### config.mk
export PLATFORM = sky130hd
export DESIGN_NAME = weighted_rr_arbiter_flat
export DESIGN_NICKNAME = d
export VERILOG_FILES = /design/src/rtl/weighted_rr_arbiter_if.sv /design/src/rtl/weighted_rr_arbiter.sv /design/src/flat_wrapper.sv
export SDC_FILE = /design/constraint.sdc
export NUM_CORES = 1
export LEC_CHECK = 0
export CORE_ASPECT_RATIO = 1.1
export CORE_MARGIN = 2
export CORE_UTILIZATION = 30
export CTS_CLUSTER_SIZE = 25
export DETAILED_ROUTE_END_ITERATION = 6
export PLACE_DENSITY = 0.52
export SLEW_MARGIN = 25
export SYNTH_ARGS = -nofsm -noshare
export SYNTH_HDL_FRONTEND = slang
export SYNTH_SLANG_ARGS = --single-unit
### constraint.sdc
create_clock -name clk -period 7.1 [get_ports clk]
set_clock_uncertainty 0.2 [all_clocks]
set_input_delay 0.71 -clock clk [delete_from_list [all_inputs] [get_ports clk]]
set_output_delay 0.71 -clock clk [all_outputs]
set_load 0.01 [all_outputs]
### src/rtl/weighted_rr_arbiter_if.sv
// Request/grant bundle between the pipelines and the weighted round-robin arbiter.
// master: requester side (drives req_1/req_2/stat_clr, observes grants and status)
// slave : arbiter side (observes requests, drives grants, owner, burst and grant counters)
interface weighted_rr_arbiter_if #(
  parameter int unsigned CNT_W = 4
);
  logic             req_1;
  logic             req_2;
  logic             stat_clr;
  logic             grant_1;
  logic             grant_2;
  logic [1:0]       owner;
  logic [CNT_W-1:0] burst_cnt;
  logic [15:0]      grant_cnt_1;
  logic [15:0]      grant_cnt_2;

  modport master (
    output req_1, req_2, stat_clr,
    input  grant_1, grant_2, owner, burst_cnt, grant_cnt_1, grant_cnt_2
  );

  modport slave (
    input  req_1, req_2, stat_clr,
    output grant_1, grant_2, owner, burst_cnt, grant_cnt_1, grant_cnt_2
  );
endinterface

### src/rtl/weighted_rr_arbiter.sv
// Two-requester weighted round-robin arbiter.
// Ports:
//   clk   - rising-edge clock
//   reset - asynchronous active-high reset
//   bus   - slave side of weighted_rr_arbiter_if:
//           req_1/req_2 in, stat_clr in (sync clear of grant counters),
//           grant_1/grant_2 out (combinational, same cycle as request),
//           owner out (00 idle, 01 req 1, 10 req 2), burst_cnt out,
//           grant_cnt_1/grant_cnt_2 out (saturating grant-cycle counters).
// An owner keeps the resource for up to its weight consecutive cycles while the
// other side waits; with no competitor it keeps the grant indefinitely.
module weighted_rr_arbiter #(
  parameter int unsigned WEIGHT_1 = 4,
  parameter int unsigned WEIGHT_2 = 4,
  parameter int unsigned CNT_W    = 4
) (
  input  logic                  clk,
  input  logic                  reset,
  weighted_rr_arbiter_if.slave  bus
);

  localparam logic [CNT_W-1:0] W1      = CNT_W'(WEIGHT_1);
  localparam logic [CNT_W-1:0] W2      = CNT_W'(WEIGHT_2);
  localparam logic [CNT_W-1:0] ONE     = CNT_W'(1);
  localparam logic [15:0]      CNT_MAX = 16'hFFFF;

  typedef enum logic [1:0] {
    IDLE  = 2'b00,
    OWN_1 = 2'b01,
    OWN_2 = 2'b10
  } owner_t;

  owner_t           state;
  logic [CNT_W-1:0] burst;
  logic             last_2;   // 1 when requester 2 was the most recent grantee
  logic [15:0]      cnt_1;
  logic [15:0]      cnt_2;
  logic             g1;
  logic             g2;

  // Grant decision from current requests and registered ownership state
  always_comb begin
    g1 = 1'b0;
    g2 = 1'b0;
    if (!reset) begin
      case (state)
        IDLE: begin
          if (bus.req_1 && bus.req_2) begin
            g1 = last_2;
            g2 = !last_2;
          end else begin
            g1 = bus.req_1;
            g2 = bus.req_2;
          end
        end
        OWN_1: begin
          if (bus.req_1 && ((burst < W1) || !bus.req_2)) g1 = 1'b1;
          else if (bus.req_2)                            g2 = 1'b1;
        end
        OWN_2: begin
          if (bus.req_2 && ((burst < W2) || !bus.req_1)) g2 = 1'b1;
          else if (bus.req_1)                            g1 = 1'b1;
        end
        default: begin
          g1 = 1'b0;
          g2 = 1'b0;
        end
      endcase
    end
  end

  // Ownership, burst length and last-grantee tracking
  always_ff @(posedge clk or posedge reset) begin
    if (reset) begin
      state  <= IDLE;
      burst  <= '0;
      last_2 <= 1'b1;
    end else if (g1) begin
      last_2 <= 1'b0;
      if (state == OWN_1) begin
        if (burst < W1) burst <= burst + ONE;
      end else begin
        state <= OWN_1;
        burst <= ONE;
      end
    end else if (g2) begin
      last_2 <= 1'b1;
      if (state == OWN_2) begin
        if (burst < W2) burst <= burst + ONE;
      end else begin
        state <= OWN_2;
        burst <= ONE;
      end
    end else begin
      state <= IDLE;
      burst <= '0;
    end
  end

  // Saturating grant counters; clear wins over increment
  always_ff @(posedge clk or posedge reset) begin
    if (reset) begin
      cnt_1 <= '0;
      cnt_2 <= '0;
    end else if (bus.stat_clr) begin
      cnt_1 <= '0;
      cnt_2 <= '0;
    end else begin
      if (g1 && (cnt_1 != CNT_MAX)) cnt_1 <= cnt_1 + 16'd1;
      if (g2 && (cnt_2 != CNT_MAX)) cnt_2 <= cnt_2 + 16'd1;
    end
  end

  assign bus.grant_1     = g1;
  assign bus.grant_2     = g2;
  assign bus.owner       = state;
  assign bus.burst_cnt   = burst;
  assign bus.grant_cnt_1 = cnt_1;
  assign bus.grant_cnt_2 = cnt_2;

endmodule
### src/flat_wrapper.sv
// flat-port wrapper written by rule: the top's interface ports become plain ports
module weighted_rr_arbiter_flat 
#(
  parameter int unsigned WEIGHT_1 = 4,
  parameter int unsigned WEIGHT_2 = 4,
  parameter int unsigned CNT_W    = 4
)
  (clk, reset, bus_req_1, bus_req_2, bus_stat_clr, bus_grant_1, bus_grant_2, bus_owner, bus_burst_cnt, bus_grant_cnt_1, bus_grant_cnt_2);
  weighted_rr_arbiter_if #(.CNT_W(CNT_W)) bus_i ();
  input  logic clk;
  input  logic reset;
  input wire logic [$bits(bus_i.req_1)-1:0] bus_req_1;
  input wire logic [$bits(bus_i.req_2)-1:0] bus_req_2;
  input wire logic [$bits(bus_i.stat_clr)-1:0] bus_stat_clr;
  output wire logic [$bits(bus_i.grant_1)-1:0] bus_grant_1;
  output wire logic [$bits(bus_i.grant_2)-1:0] bus_grant_2;
  output wire logic [$bits(bus_i.owner)-1:0] bus_owner;
  output wire logic [$bits(bus_i.burst_cnt)-1:0] bus_burst_cnt;
  output wire logic [$bits(bus_i.grant_cnt_1)-1:0] bus_grant_cnt_1;
  output wire logic [$bits(bus_i.grant_cnt_2)-1:0] bus_grant_cnt_2;
  assign bus_i.req_1 = bus_req_1;
  assign bus_i.req_2 = bus_req_2;
  assign bus_i.stat_clr = bus_stat_clr;
  assign bus_grant_1 = bus_i.grant_1;
  assign bus_grant_2 = bus_i.grant_2;
  assign bus_owner = bus_i.owner;
  assign bus_burst_cnt = bus_i.burst_cnt;
  assign bus_grant_cnt_1 = bus_i.grant_cnt_1;
  assign bus_grant_cnt_2 = bus_i.grant_cnt_2;
  weighted_rr_arbiter #(.WEIGHT_1(WEIGHT_1), .WEIGHT_2(WEIGHT_2), .CNT_W(CNT_W)) u_core (.clk(clk), .reset(reset), .bus(bus_i));
endmodule
==> key figures <==
Status
  – Outcome: complete, no violations

GRT
  – Initial antenna violation count: 0
  – First-pass GRT wire length: around 9300 um
  – Largest net degree at the start of global routing: between 40 and 50
  – GR Overflow Total: 0
  – Overall Global Routing Usage: 14.2%
  – Vias in the first global route: about 1,900

Placed design
  – DP Wirelength: between 3000 and 4000 um
  – PortBufs: 44
  – GP Congestion: about 0.79
  – Pre-CTS WS: roughly 3.1 ns

STA
  – Final setup fails: 0
  – Min cycle time layout: about 4.0 ns
  – Peak Freq: approximately 0.25 GHz
  – Final WS setup: ~3.1 ns
  – Final slew viol count: 0
  – Crit share post-route: around 57%
  – Measured slew at the worst slew-check pin: 0.739 ns
  – TNS Setup: 0 ns
  – Final Hold Viols: 0
  – Unrepaired setup endpoints after global routing: no
  – Worst slew margin: between 50% and 60%

Die
  – Die height: 94.8 um
  – Die Wd: ~87 um
  – Core area: 0.00735 mm^2
  – Die ar.: around 0.008 mm^2
  – FP Rows: 33
  – Starting Density: 30.6%
  – # IOs: 45

Routing
  – Met3 Wirelength: between 200 and 250 um
  – Top sig layer: met4
  – Avg WL per Cell: 14.8 um
  – DRC viols: 0
  – DR vias/cell: around 5.5
  – Met1 WL: around 2600 um
  – DRT iter0 DRCs: 150
  – Met2 wire length: roughly 2700 um
  – Vias: between 2,000 and 2,500
  – Drt pass-1 iters: 4
  – Routed Wire Length: around 5500 um
  – DRT antenna net count: 0

Synth
  – Syn nets: around 260
  – Synth Register Bits: 39
  – Most common cell in the synthesized netlist: dfrtp_1
  – Adder-cell share of the synthesized area: roughly 1.7%
  – Yosys top cell area share: between 40% and 50%
  – Area leader, netlist: dfrtp_1
  – Synth cell count leaders: dfrtp_1 (38), a21oi_1 (23), nand2_1 (21), or4_1 (18), o31ai_1 (17)
  – Part of the Yosys area used for sequential elements: a little over two fifths
  – Post-synthesis cell count: 247
  – Post-synthesis mux area share: approximately 4.4%
  – Synth warn: 0
  – Synth Area in Simple Gates: 29.7%
  – Cell Area, Synth: 0.00225 mm^2
  – Synth Area in XOR/XNOR: ~1.2%
  – Compound-Gate Fraction of Synth Area: 14.8%
  – Largest family of logic cells by synthesized area: simple AND/OR/NAND/NOR gates
  – Netlist cell types: slightly above 40
  – Post-synth top flop: dfrtp_1
  – Number of flops mapped to enable cells by yosys: 0
  – Synth Area per Inst: just over 9 um^2
  – Synth area leaders: dfrtp_1 (42%), or4_1 (6.0%), o31ai_1 (5.7%)
  – Ys async rst share: 100%

Worst setup path
  – Critical Path RT: roughly 6.2 ns
  – WP data arrival: around 3.1 ns
  – CP dominant cell by count: clkdlybuf4s50_1
  – Slowest stage delay, CP: between 0.5 and 0.6 ns
  – Crit path capture type: output pin
  – WS Path Type: input port to output pin
  – CP Launch Type: input port
  – Max stage delay cell, worst path: or4b_2
  – Critical path fanouts, max: 31
  – Cell breakdown of the critical path: clkdlybuf4s50_1 > or4b_2 > nand3_1 > or2_2 > inv_1 > clkdlybuf4s50_1
  – Largest delay contributor family on the critical path: buffers and inverters
  – Worst path bufs/invs: 3

Pwr
  – VDD IR max: between 0.05 and 0.06 mV
  – Total power: roughly 430 uW
  – Power Density: about 150 mW/mm^2
  – Leak Pwr: approximately 0.0011 uW

Clocking
  – TritonCTS Buffers: 5
  – # Post-CTS Setup Buffers: 0
  – Clock Path Buffers: 2
  – Clock latency on the worst-skew pair: 0.30 ns
  – Root Driver: clkbuf_8
  – H-tree depth: 2
  – Clk sinks: 39
  – CTS tree: done
  – CTS resizes: 0
  – Clk pin slew, worst setup/hold paths: roughly 0.07 ns
  – Hold_buf cts: 0

Cells and area
  – P&R area growth vs syn: 25.7%
  – FILL cells: ~770
  – # nets final: between 200 and 300
  – Layout cells sized above 1: a little over 8%
  – Multi-input gate area: about 0.0012 mm^2
  – ANT cells: 0
  – Seq. cell area: 977 um^2

Flow run
  – Max_cap viols: 0

Hold path
  – Min-delay worst type: flip-flop to flip-flop
## cell families (layout without fill, tap and decap cells)
family,after synthesis,after routing
AOI/OAI and AO/OA,53,53
xor gates and xnor gates,3,3
adders and majority gates,3,3
buffers and inverters,25,64
DFF,39,39
muxes,9,9
and+or+nand+nor,115,115
## per-layer routing
layer  vias to the layer above  global-route usage, %
met3                         6                   3.76
met2                        36                   24.2
met5                         -                      0
li1                       1000                      -
met4                         0                   3.52
met1                       994                   17.9
## final cells by class
cell class                      count  share of cell area (%)
Clock buffer                        8                    2.83
Inverter                            9                    1.19
Multi-Input combinational cell    183                    41.2
Sequential cell                    39                    34.6
Tap cell                           87                    3.85
Timing Repair Buffer               47                    16.4
## layout by cell type (no fill, tap or decap), drive strengths merged, types with 9 or more instances in the layout
cell type,instances
inv,9
dfrtp,38
nand3,12
clkdlybuf4s50,44
o31ai,17
nand2,21
or4,18
nand4,9
a21oi,24
nor2,14
## through the flow
step                utilization [%]  hold slack [ns]  area (um^2)  cells
detailed placement             37.4            0.268         2750    365
finish                         38.5            0.276         2830    373
floorplan                         -            0.244         2250    247
CTS                            38.5            0.280         2830    373
global route                   38.5            0.311         2830    373
global placement               37.4            0.268         2750    365
## worst min-delay path, cell delays in order (launching register included)
cell     delay [ns]
dfstp_2        0.38
nand2_1        0.05
nand2_1        0.04
## flip-flops by register name, indices dropped and copies added (netlist names)
signal	flops
u_core.bus.burst_cnt	4
u_core.bus.grant_cnt_1	16
u_core.bus.owner	2
u_core.bus.grant_cnt_2	16
u_core.last_2	1
## worst paths after layout
| check | startpoint | endpoint | slack (ns) | cells after the start |
|---|---|---|---|---|
| setup / recovery | bus_req_2 | bus_grant_1 | 3.08 | 6 |
| hold / removal | u_core.last_2 | u_core.last_2 | 0.28 | 2 |
| setup reg to reg | u_core.bus.grant_cnt_2[0] | u_core.bus.grant_cnt_2[7] | 4.52 | 7 |
| hold reg to reg | u_core.last_2 | u_core.last_2 | 0.28 | 2 |
| max in group asynchronous | reset | u_core.last_2 | 5.63 | 3 |
| min in group asynchronous | reset | u_core.bus.grant_cnt_1[5] | 0.69 | 3 |
## power by group
group	switching (uW)	internal, uW	leakage [uW]
clock network	80.5	70.0	0.0000395
logic	25.0	17.0	0.000510
registers	6.03	227	0.000538
No activity file was read; power rests on OpenSTA's default activity.
